==> src/rtl/rv32i_types.sv <==
// Shared core types.
// Holds the CDB broadcast record seen by the reservation stations, the ROB and
// the register file, and the index of the load/store unit on the CDB request
// vector. Synthesis option used elsewhere: CDB_LOAD_PRIO_EN.
package rv32i_types;

  localparam int CDB_TAG_W   = 4;
  localparam int CDB_DATA_W  = 32;
  localparam int EXU_LSU_IDX = 0;

  typedef struct packed {
    logic                  vld;
    logic [CDB_TAG_W-1:0]  tag;
    logic [CDB_DATA_W-1:0] wdata;
  } cdb_bcast_t;

endpackage

==> src/rtl/cdb_arbiter_if.sv <==
// Execution-unit -> CDB handshake bundle.
//   exu_req/exu_tag/exu_wdata : per-unit result, driven by the execution units
//   exu_rdy                   : per-unit grant, driven by the arbiter
//   cdb_vld/cdb_tag/cdb_wdata : registered broadcast, driven by the arbiter
// master = execution-unit side, slave = arbiter side.
interface cdb_arbiter_if #(
  parameter int N_EXU  = 4,
  parameter int TAG_W  = 4,
  parameter int DATA_W = 32
);
  logic [N_EXU-1:0]        exu_req;
  logic [N_EXU-1:0]        exu_rdy;
  logic [N_EXU*TAG_W-1:0]  exu_tag;
  logic [N_EXU*DATA_W-1:0] exu_wdata;
  logic                    cdb_vld;
  logic [TAG_W-1:0]        cdb_tag;
  logic [DATA_W-1:0]       cdb_wdata;

  modport master (
    output exu_req, exu_tag, exu_wdata,
    input  exu_rdy, cdb_vld, cdb_tag, cdb_wdata
  );

  modport slave (
    input  exu_req, exu_tag, exu_wdata,
    output exu_rdy, cdb_vld, cdb_tag, cdb_wdata
  );
endinterface

==> src/rtl/rr_arbiter.sv <==
// Combinational round-robin picker.
//   i_req     : request vector
//   i_ptr     : index that has highest priority this cycle (< N)
//   o_gnt     : one-hot grant (zero when no request)
//   o_gnt_idx : binary index of the granted bit
//   o_any     : any request granted
module rr_arbiter #(
  parameter int N     = 4,
  parameter int PTR_W = $clog2(N)
) (
  input  logic [N-1:0]     i_req,
  input  logic [PTR_W-1:0] i_ptr,
  output logic [N-1:0]     o_gnt,
  output logic [PTR_W-1:0] o_gnt_idx,
  output logic             o_any
);

  int               w_pos;
  logic [PTR_W-1:0] w_idx;

  // Scan i_ptr, i_ptr+1, ... wrapping at N; first set request wins.
  always_comb begin
    o_gnt     = '0;
    o_gnt_idx = '0;
    o_any     = 1'b0;
    w_pos     = 0;
    w_idx     = '0;
    for (int i = 0; i < N; i++) begin
      w_pos = int'(i_ptr) + i;
      if (w_pos >= N) w_pos = w_pos - N;
      w_idx = PTR_W'(w_pos);
      if (!o_any && i_req[w_idx]) begin
        o_any        = 1'b1;
        o_gnt[w_idx] = 1'b1;
        o_gnt_idx    = w_idx;
      end
    end
  end

endmodule

==> src/rtl/cdb_arbiter.sv <==
// Common data bus arbiter: accepts one completed result per cycle from N_EXU
// execution units (round-robin) and broadcasts it on the registered CDB in the
// following cycle. The CDB is never back-pressured.
//   clk  : core clock
//   rst  : asynchronous reset, active low
//   bus  : cdb_arbiter_if.slave (unit requests/grants and CDB broadcast)
// Build option CDB_LOAD_PRIO_EN: unit 0 (LSU) always wins when requesting and
// does not move the round-robin pointer; the other units rotate among
// themselves. Without it all units are round-robin peers.
module cdb_arbiter
  import rv32i_types::*;
#(
  parameter int N_EXU  = 4,
  parameter int TAG_W  = CDB_TAG_W,
  parameter int DATA_W = CDB_DATA_W
) (
  input  logic          clk,
  input  logic          rst,
  cdb_arbiter_if.slave  bus
);

  localparam int PTR_W = $clog2(N_EXU);

  // Same layout as rv32i_types::cdb_bcast_t, sized by this instance's parameters.
  typedef struct packed {
    logic              vld;
    logic [TAG_W-1:0]  tag;
    logic [DATA_W-1:0] wdata;
  } bcast_t;

  logic [PTR_W-1:0] r_rr_ptr;
  bcast_t           r_cdb;

  logic [N_EXU-1:0] w_rr_req;
  logic [N_EXU-1:0] w_rr_gnt;
  logic [PTR_W-1:0] w_rr_idx;
  logic             w_rr_any;
  logic [N_EXU-1:0] w_gnt;
  logic [PTR_W-1:0] w_gnt_idx;
  logic             w_any;
  logic             w_adv_ptr;
  logic [PTR_W-1:0] w_ptr_nxt;

  rr_arbiter #(.N(N_EXU), .PTR_W(PTR_W)) u_rr (
    .i_req     (w_rr_req),
    .i_ptr     (r_rr_ptr),
    .o_gnt     (w_rr_gnt),
    .o_gnt_idx (w_rr_idx),
    .o_any     (w_rr_any)
  );

`ifdef CDB_LOAD_PRIO_EN
  // The LSU is hidden from the rotation and overrides it when requesting.
  always_comb begin
    w_rr_req              = bus.exu_req;
    w_rr_req[EXU_LSU_IDX] = 1'b0;
  end

  always_comb begin
    w_gnt     = w_rr_gnt;
    w_gnt_idx = w_rr_idx;
    w_any     = w_rr_any;
    w_adv_ptr = w_rr_any;
    if (bus.exu_req[EXU_LSU_IDX]) begin
      w_gnt              = '0;
      w_gnt[EXU_LSU_IDX] = 1'b1;
      w_gnt_idx          = PTR_W'(EXU_LSU_IDX);
      w_any              = 1'b1;
      w_adv_ptr          = 1'b0;
    end
  end
`else
  assign w_rr_req  = bus.exu_req;
  assign w_gnt     = w_rr_gnt;
  assign w_gnt_idx = w_rr_idx;
  assign w_any     = w_rr_any;
  assign w_adv_ptr = w_rr_any;
`endif

  assign w_ptr_nxt = (w_gnt_idx == PTR_W'(N_EXU - 1)) ? '0 : w_gnt_idx + 1'b1;

  // Grants are combinational but must read zero while reset is held.
  assign bus.exu_rdy = rst ? w_gnt : '0;

  always_ff @(posedge clk or negedge rst) begin
    if (!rst) begin
      r_cdb    <= '0;
      r_rr_ptr <= '0;
    end else begin
      r_cdb.vld <= w_any;
      if (w_any) begin
        r_cdb.tag   <= bus.exu_tag[w_gnt_idx*TAG_W +: TAG_W];
        r_cdb.wdata <= bus.exu_wdata[w_gnt_idx*DATA_W +: DATA_W];
      end
      if (w_adv_ptr) r_rr_ptr <= w_ptr_nxt;
    end
  end

  assign bus.cdb_vld   = r_cdb.vld;
  assign bus.cdb_tag   = r_cdb.tag;
  assign bus.cdb_wdata = r_cdb.wdata;

  a_rdy_onehot : assert property (@(posedge clk) disable iff (!rst)
    $onehot0(bus.exu_rdy));

  a_rdy_needs_req : assert property (@(posedge clk) disable iff (!rst)
    (bus.exu_rdy & ~bus.exu_req) == '0);

  for (genvar g = 0; g < N_EXU; g++) begin : g_stab
    a_req_stable : assert property (@(posedge clk) disable iff (!rst)
      (bus.exu_req[g] && !bus.exu_rdy[g]) |=>
        (bus.exu_req[g]
         && $stable(bus.exu_tag[g*TAG_W +: TAG_W])
         && $stable(bus.exu_wdata[g*DATA_W +: DATA_W])));
  end

endmodule

==> src/flat_wrapper.sv <==
// flat-port wrapper written by rule: the top's interface ports become plain ports
module cdb_arbiter_flat import rv32i_types::*;
#(
  parameter int N_EXU  = 4,
  parameter int TAG_W  = CDB_TAG_W,
  parameter int DATA_W = CDB_DATA_W
)
  (clk, rst, bus_exu_req, bus_exu_tag, bus_exu_wdata, bus_exu_rdy, bus_cdb_vld, bus_cdb_tag, bus_cdb_wdata);
  cdb_arbiter_if #(.N_EXU(N_EXU), .TAG_W(TAG_W), .DATA_W(DATA_W)) bus_i ();
  input  logic clk;
  input  logic rst;
  input wire logic [$bits(bus_i.exu_req)-1:0] bus_exu_req;
  input wire logic [$bits(bus_i.exu_tag)-1:0] bus_exu_tag;
  input wire logic [$bits(bus_i.exu_wdata)-1:0] bus_exu_wdata;
  output wire logic [$bits(bus_i.exu_rdy)-1:0] bus_exu_rdy;
  output wire logic [$bits(bus_i.cdb_vld)-1:0] bus_cdb_vld;
  output wire logic [$bits(bus_i.cdb_tag)-1:0] bus_cdb_tag;
  output wire logic [$bits(bus_i.cdb_wdata)-1:0] bus_cdb_wdata;
  assign bus_i.exu_req = bus_exu_req;
  assign bus_i.exu_tag = bus_exu_tag;
  assign bus_i.exu_wdata = bus_exu_wdata;
  assign bus_exu_rdy = bus_i.exu_rdy;
  assign bus_cdb_vld = bus_i.cdb_vld;
  assign bus_cdb_tag = bus_i.cdb_tag;
  assign bus_cdb_wdata = bus_i.cdb_wdata;
  cdb_arbiter #(.N_EXU(N_EXU), .TAG_W(TAG_W), .DATA_W(DATA_W)) u_core (.clk(clk), .rst(rst), .bus(bus_i));
endmodule
==> config.mk <==
export PLATFORM = sky130hd
export DESIGN_NAME = cdb_arbiter_flat
export DESIGN_NICKNAME = d
export VERILOG_FILES = /design/src/rtl/rv32i_types.sv /design/src/rtl/cdb_arbiter_if.sv /design/src/rtl/rr_arbiter.sv /design/src/rtl/cdb_arbiter.sv /design/src/flat_wrapper.sv
export SDC_FILE = /design/constraint.sdc
export NUM_CORES = 1
export LEC_CHECK = 0
export ABC_AREA = 1
export BUFFER_PORTS_ARGS = -buffer_cell sky130_fd_sc_hd__buf_2
export CAP_MARGIN = 40
export CORE_MARGIN = 2
export CORE_UTILIZATION = 40
export CTS_CLUSTER_DIAMETER = 100
export DETAILED_ROUTE_END_ITERATION = 12
export MAX_ROUTING_LAYER = met4
export PLACE_DENSITY = 0.71
export SETUP_SLACK_MARGIN = 0.2
export SKIP_LAST_GASP = 1
export SLEW_MARGIN = 20
export SYNTH_ARGS = -nofsm -noshare
export SYNTH_HDL_FRONTEND = slang
export SYNTH_HIERARCHICAL = 1
export SYNTH_SLANG_ARGS = --single-unit
==> constraint.sdc <==
create_clock -name clk -period 3.4 [get_ports clk]
set_input_delay 0.34 -clock clk [delete_from_list [all_inputs] [get_ports clk]]
set_output_delay 0.34 -clock clk [all_outputs]
set_load 0.005 [all_outputs]
==> results by group, run 1 <==
Outcome
  – Outcome: finished clean

Route
  – Via density: 4.41
  – Final ANT Viol Nets: 0
  – DRC viols: 0
  – Post-DR wirelength/cell: 10.8 um
  – Starting DRT DRC Count: 140
  – DRT Pass-1 Iters: 4
  – Met2 WL post-DR: 5080 um
  – M1 WL: 4620 um
  – Final WL: 10500 um
  – WL met3: 670 um
  – Highest routed layer: met4
  – Routed via count: 4276

Setup path
  – Slowest stage delay, CP: 0.54 ns
  – Reg2Reg Depth: 12
  – Crit path launch: u_core/r_rr_ptr[0]$_DFFE_PN0P_
  – Cell repeated most along the worst path: nand2_1
  – Req. time, crit path: 3.57 ns
  – FF-to-FF setup slack: 0.61 ns
  – Critical path cell sequence: inv_2 > ha_1 > inv_1 > nand3_1 > nand2_1 > nor2_1 > a21oi_1 > nand3_2 > buf_4 > ha_1 > nand2_1 > nand2_1
  – Reg2Reg Launch Point: u_core/r_rr_ptr[0]$_DFFE_PN0P_
  – CP endpoint kind: flip-flop
  – Crit path kind: reg -> reg
  – Slowest-stage cell, CP: dfrtp_1
  – Crit path DAT: 2.96 ns
  – Worst r2r dst: u_core/r_rr_ptr[1]$_DFFE_PN0P_
  – Crit-path max FO: 39
  – Startpoint types: flip-flop

STA
  – Peak Freq: 0.358 GHz
  – RSZ-0062 raised after global routing: no
  – Setup_tns: 0 ns
  – Worst setup margin: 0.609 ns
  – Final Cycle Share: 0.821
  – Headroom to the max-slew limit: 0.656
  – Final setup viols: 0
  – Hold Vio Cnt, Final: 0
  – Clock Skew: 0.00379 ns
  – Slew Limit Fails: 0
  – Min cycle time layout: 2.79 ns
  – Worst Max-Slew Pin Slew: 0.516 ns

Global routing
  – Initial antenna violation count: 0
  – GRT Resource Usage Total: 0.211
  – Wire length of the first global-routing pass: 17100 um
  – Largest net degree at the start of global routing: 40
  – Total gr overflow: 0
  – Vias in the first global route: 3920

Synthesis
  – Post-synth design cell area: 0.00382 mm^2
  – Syn avg cell area: 5.75 um^2
  – Synthesized instance count: 664
  – Area leader, netlist: nand2_1
  – Synth unique cells: 22
  – Area contributors post-synth: nand2_1, dfrtp_1, inv_1
  – Post-synth top area share: 0.306
  – Synth Area in Compound Gates: 0.0190
  – Mux cell area share after synthesis: 0
  – Yosys reg bits: 39
  – Main combinational cell family by area after synthesis: simple AND/OR/NAND/NOR gates
  – Yosys warns: 6
  – Post-Synth XOR/XNOR Area: 0
  – Synth Area in Simple Gates: 0.479
  – Post-Synth Adder-Cell Area: 0.0197
  – Syn Nets: 820
  – Seq/Total Area, Yosys: 0.256

Die
  – Die area: 0.0103 mm^2
  – Starting density of the core: 0.413
  – Core area: 0.00924 mm^2
  – Width of the die: 102 um
  – Die Y: 102 um
  – Num rows: 35
  – Total I/O pin count: 191

Final layout
  – Diode count: 0
  – Area grow syn2layout: 27.0%
  – Ratio of cells with drive above 1 in the final layout: 0.288
  – # fillers: 1011
  – Final nets: 997

Placed design
  – DPL Wire Length: 7960 um
  – Placement Setup Slack: 0.635 ns
  – Port Buffers: 190
  – Routability congestion estimate: 0.889

Power and ir drop
  – Cell Int Power: 2600 uW
  – LEAKAGE: 0.00336 uW
  – Comb power frac: 0.791
  – Worst vdd ir: 942 uV
  – Pwr Density: 1230 mW/mm^2
  – Switching Fraction: 0.564
  – Clk pwr share: 0.051
  – Net switching power: 3360 uW
  – Sequential power share: 0.157

Clock network
  – Clk sinks: 39
  – CTS resizes: 0
  – Clock root cell: clkbuf_8
  – Reg clk slew, reported paths: 0.07 ns
  – CTS Buf Count: 5
  – H-tree levels: 2
  – Hold-fix buffers, CTS: 0
  – Clk buf depth: 2
  – TritonCTS clock tree: yes
  – Post-CTS Setup Bufs: 0
  – Worst-Skew Late Latency: 0.28 ns

Job
  – Max-Cap Viols: 0

Hold path
  – Min-Delay Path Class: in -> async
## synth_stat cells (all sizes together)
cell type and n:
ha 6, inv 160, clkbuf 9, o31ai 1, buf 22, nand2 319, nand3 88, nor2 2
nand4 7, dfrtp 39, a21oi 7, a21boi 4
## cells in the final DEF, fill, tap and decap left out, drive strengths merged
cell and count:
nand2 319, buf 201, inv 160, nand3 88, dfrtp 39, nand4 7
a21oi 7, clkbuf 6, ha 6, a21boi 4, nor2 2, clkinv 1
o31ai 1
## cells by family after synthesis
logic type,count (synthesis)
AOI/OAI and AO/OA,12
buffers and inverters,191
and+or+nand+nor,416
DFF,39
adders and majority gates,6
## metal layers
metal | GRT usage | up-vias
li1 | - | 2274
met2 | 0.357 | 122
met4 | 0.0468 | 0
met3 | 0.0421 | 12
met1 | 0.259 | 1868
met5 | - | -
## power groups by stage
stage               sequential, uW  clock [uW]  combinational, uW
floorplan                      947           0               3960
global placement               942           0               4710
detailed placement             941           0               4780
CTS                            941         318               4770
global route                   970         340               5420
finish                         938         305               4720
## worst max-delay path by stage
| stage | endpoint | slack, ns | cells past startpoint |
|---|---|---|---|
| final | u_core/r_rr_ptr[1]$_DFFE_PN0P_ | 0.61 | 12 |
| after global routing | u_core/r_rr_ptr[1]$_DFFE_PN0P_ | 0.38 | 12 |
| after CTS | u_core/r_rr_ptr[1]$_DFFE_PN0P_ | 0.62 | 12 |
| after detailed placement | u_core/r_rr_ptr[1]$_DFFE_PN0P_ | 0.64 | 12 |
| after global placement | u_core/r_rr_ptr[1]$_DFFE_PN0P_ | 0.70 | 12 |
| after floorplan | u_core/bus.cdb_wdata[21]$_DFFE_PN0P_ | 1.07 | 15 |
## critical path, delay by kind of cell (launching register included)
| kind | cells | cell delay, ns |
|---|---|---|
| buffers and inverters | 3 | 0.65 |
| adder cells (fa/ha/maj) | 2 | 0.69 |
| AND/OR/NAND/NOR | 6 | 0.68 |
| flip-flops | 1 | 0.54 |
| AO/OA/AOI/OAI | 1 | 0.14 |
## final cells by class
type,count,area [um^2],area share
Multi-Input combinational cell,434,1990,0.410
Tap cell,129,161,0.0333
Sequential cell,39,976,0.201
Inverter,160,603,0.124
Clock buffer,6,82.6,0.0170
Timing Repair Buffer,201,1030,0.213
Clock inverter,1,5.00,0.00103
## registers in the layout, indices dropped and copies added (netlist names)
register and flops:
u_core/bus.cdb_tag 4, u_core/bus.cdb_vld 1, u_core/bus.cdb_wdata 32, u_core/r_rr_ptr 2
## stage by stage
| stage | util | std cells | cell area (um^2) | hold slack, ns | power (uW) |
|---|---|---|---|---|---|
| floorplan | - | 664 | 3820 | 0.0444 | 4910 |
| global placement | 0.515 | 963 | 4760 | 0.352 | 5650 |
| detailed placement | 0.515 | 963 | 4760 | 0.343 | 5720 |
| CTS | 0.525 | 970 | 4850 | 0.0326 | 6030 |
| global route | 0.525 | 970 | 4850 | 0.0624 | 6720 |
| finish | 0.525 | 970 | 4850 | 0.0247 | 5960 |
Note: power is estimated with default switching activity, not from simulation.
==> run 2: changes to the inputs <==
- clock period: 3.4 -> 2.82 ns (I/O delays scaled with it)
==> results by group, run 2 (synthesis gave the netlist of run 1 again) <==
Final layout
  – Ratio of cells with drive above 1 in the final layout: 0.295
  – Commonest non-fill, non-tap cells in the layout: nand2_1, buf_2, inv_1
  – # fillers: 958
  – Final nets: 1002
  – Final core occ: 0.541
  – Max FFs per register: 32
  – Area grow syn2layout: 30.9%
  – Post-Layout Cell Count: 976
  – Most common cell after layout, fill and taps aside: nand2_1
  – Diode count: 0

Die
  – Width of the die: 102 um
  – Num rows: 35
  – Die area: 0.0103 mm^2
  – Total I/O pin count: 191
  – Starting density of the core: 0.413
  – Core area: 0.00924 mm^2
  – Die Y: 102 um

STA
  – Worst setup margin: 0.409 ns
  – Clock Skew: 0.00209 ns
  – Headroom to the max-slew limit: 0.626
  – Peak Freq: 0.415 GHz
  – Hold Vio Cnt, Final: 20
  – RSZ-0062 raised after global routing: no
  – Hold_ws: -0.0176 ns
  – Setup_tns: 0 ns
  – Worst Max-Slew Pin Slew: 0.562 ns
  – Final setup viols: 0
  – Slew Limit Fails: 0
  – Min cycle time layout: 2.41 ns
  – Final Cycle Share: 0.855

Route
  – Starting DRT DRC Count: 132
  – DRT Pass-1 Iters: 4
  – Via density: 4.44
  – Post-DR wirelength/cell: 11.4 um
  – DRC viols: 0
  – Final ANT Viol Nets: 0
  – Final WL: 11100 um
  – Routed via count: 4338

Global routing
  – GRT Resource Usage Total: 0.221
  – Initial antenna violation count: 0
  – Largest net degree at the start of global routing: 51
  – Vias in the first global route: 4059
  – GR Util met1: 0.277
  – GR peak layer: met2
  – Total gr overflow: 0
  – Wire length of the first global-routing pass: 18000 um
  – Met3 Usage GRT: 0.0345
  – M2 GR Usage: 0.374

Power and ir drop
  – LEAKAGE: 0.00341 uW
  – Sequential power share: 0.145
  – Net switching power: 4230 uW
  – Switching Fraction: 0.544
  – Cell Int Power: 3540 uW
  – Pwr Density: 1550 mW/mm^2
  – Worst vdd ir: 793 uV
  – Clk pwr share: 0.053
  – Comb power frac: 0.803

Setup path
  – Slowest-stage cell, CP: dfrtp_2
  – Cell repeated most along the worst path: nand2_1
  – Crit path DAT: 2.59 ns
  – Reg2Reg Launch Point: u_core/r_rr_ptr[1]$_DFFE_PN0P_
  – Reg2Reg Depth: 15
  – Critical path cell sequence: inv_1 > ha_4 > inv_1 > nand3_1 > nand2_1 > nor2_2 > a21oi_1 > nand3_4 > clkinv_4 > buf_6 > nand2_1 > nand3_1 > nand2_1 > nand2_1 > nand2_1
  – Crit path kind: reg -> reg
  – Req. time, crit path: 3.00 ns
  – Worst Setup EP: u_core/bus.cdb_tag[2]$_DFFE_PN0P_
  – FF-to-FF setup slack: 0.41 ns
  – Crit path launch: u_core/r_rr_ptr[1]$_DFFE_PN0P_
  – Worst r2r dst: u_core/bus.cdb_tag[2]$_DFFE_PN0P_
  – Startpoint types: flip-flop
  – CP endpoint kind: flip-flop
  – Slowest stage delay, CP: 0.47 ns
  – Crit-path max FO: 22

Clock network
  – Clock root cell: clkbuf_8
  – H-tree levels: 2
  – Clk buf depth: 2
  – Clk sinks: 39
  – Worst-Skew Late Latency: 0.28 ns
  – TritonCTS clock tree: yes
  – CTS Buf Count: 5
  – Hold-fix buffers, CTS: 0
  – Reg clk slew, reported paths: 0.07 ns
  – Post-CTS Setup Bufs: 0

Placed design
  – Routability congestion estimate: 0.942
  – Placement Setup Slack: 0.173 ns
  – # placed instances: 966
  – DPL Wire Length: 8270 um
  – Port Buffers: 190

Outcome
  – Outcome: complete, but fails checks
  – Failing checks: negative hold slack

Job
  – Max-Cap Viols: 0

Hold path
  – Min-Delay Path Class: in -> async
==> run 2: repair_timing <==
action                     CTS  global route
setup endpoints to repair   15            41
pin swaps                    0             1
resized for setup            1            10
cloned                       0             2
==> run 2: cell type report <==
class                           instances  area, um^2  area share
Clock buffer                            8         100      0.0200
Inverter                              160         613       0.123
Multi-Input combinational cell        435        2020       0.404
Sequential cell                        39         977       0.195
Tap cell                              129         161      0.0323
Timing Repair Buffer                  205        1130       0.225
==> run 2: routing by layer <==
| layer | up-vias | wire length [um] |
|---|---|---|
| met4 | 0 | 118 |
| met3 | 11 | 693 |
| li1 | 2292 | - |
| met1 | 1892 | 4960 |
| met2 | 143 | 5360 |
| met5 | - | 0 |
==> run 2: worst min path at each step <==
stage                                           end  cells past startpoint  slack (ns)
2_1_floorplan     u_core/bus.cdb_tag[0]$_DFFE_PN0P_                      0       -0.01
3_3_place_gp   u_core/bus.cdb_wdata[14]$_DFFE_PN0P_                      1        0.32
3_5_place_dp   u_core/bus.cdb_wdata[14]$_DFFE_PN0P_                      1        0.32
4_1_cts        u_core/bus.cdb_wdata[14]$_DFFE_PN0P_                      1       0.003
5_1_grt        u_core/bus.cdb_wdata[14]$_DFFE_PN0P_                      1        0.02
6_report       u_core/bus.cdb_wdata[14]$_DFFE_PN0P_                      1       -0.02
==> run 2: worst max-delay path: cells and delay by family (launching register included) <==
kind | cells | cell delay [ns]
adder cells (fa/ha/maj) | 1 | 0.25
flip-flops | 1 | 0.47
AO/OA/AOI/OAI | 1 | 0.22
buffers and inverters | 4 | 0.64
AND/OR/NAND/NOR | 9 | 0.72
==> run 2: power by group through the flow <==
stage | clock, uW | combinational (uW) | sequential [uW]
after CTS | 430 | 5970 | 1120
after detailed placement | 0 | 5970 | 1120
after global placement | 0 | 5900 | 1130
after global routing | 453 | 7160 | 1160
after floorplan | 0 | 4780 | 1140
final | 409 | 6230 | 1120
==> run 2: per-stage QoR <==
stage | area (um^2) | power (uW)
6_report | 5000 | 7760
5_1_grt | 5000 | 8770
4_1_cts | 4920 | 7530
3_5_place_dp | 4820 | 7090
3_3_place_gp | 4820 | 7030
2_1_floorplan | 3820 | 5920
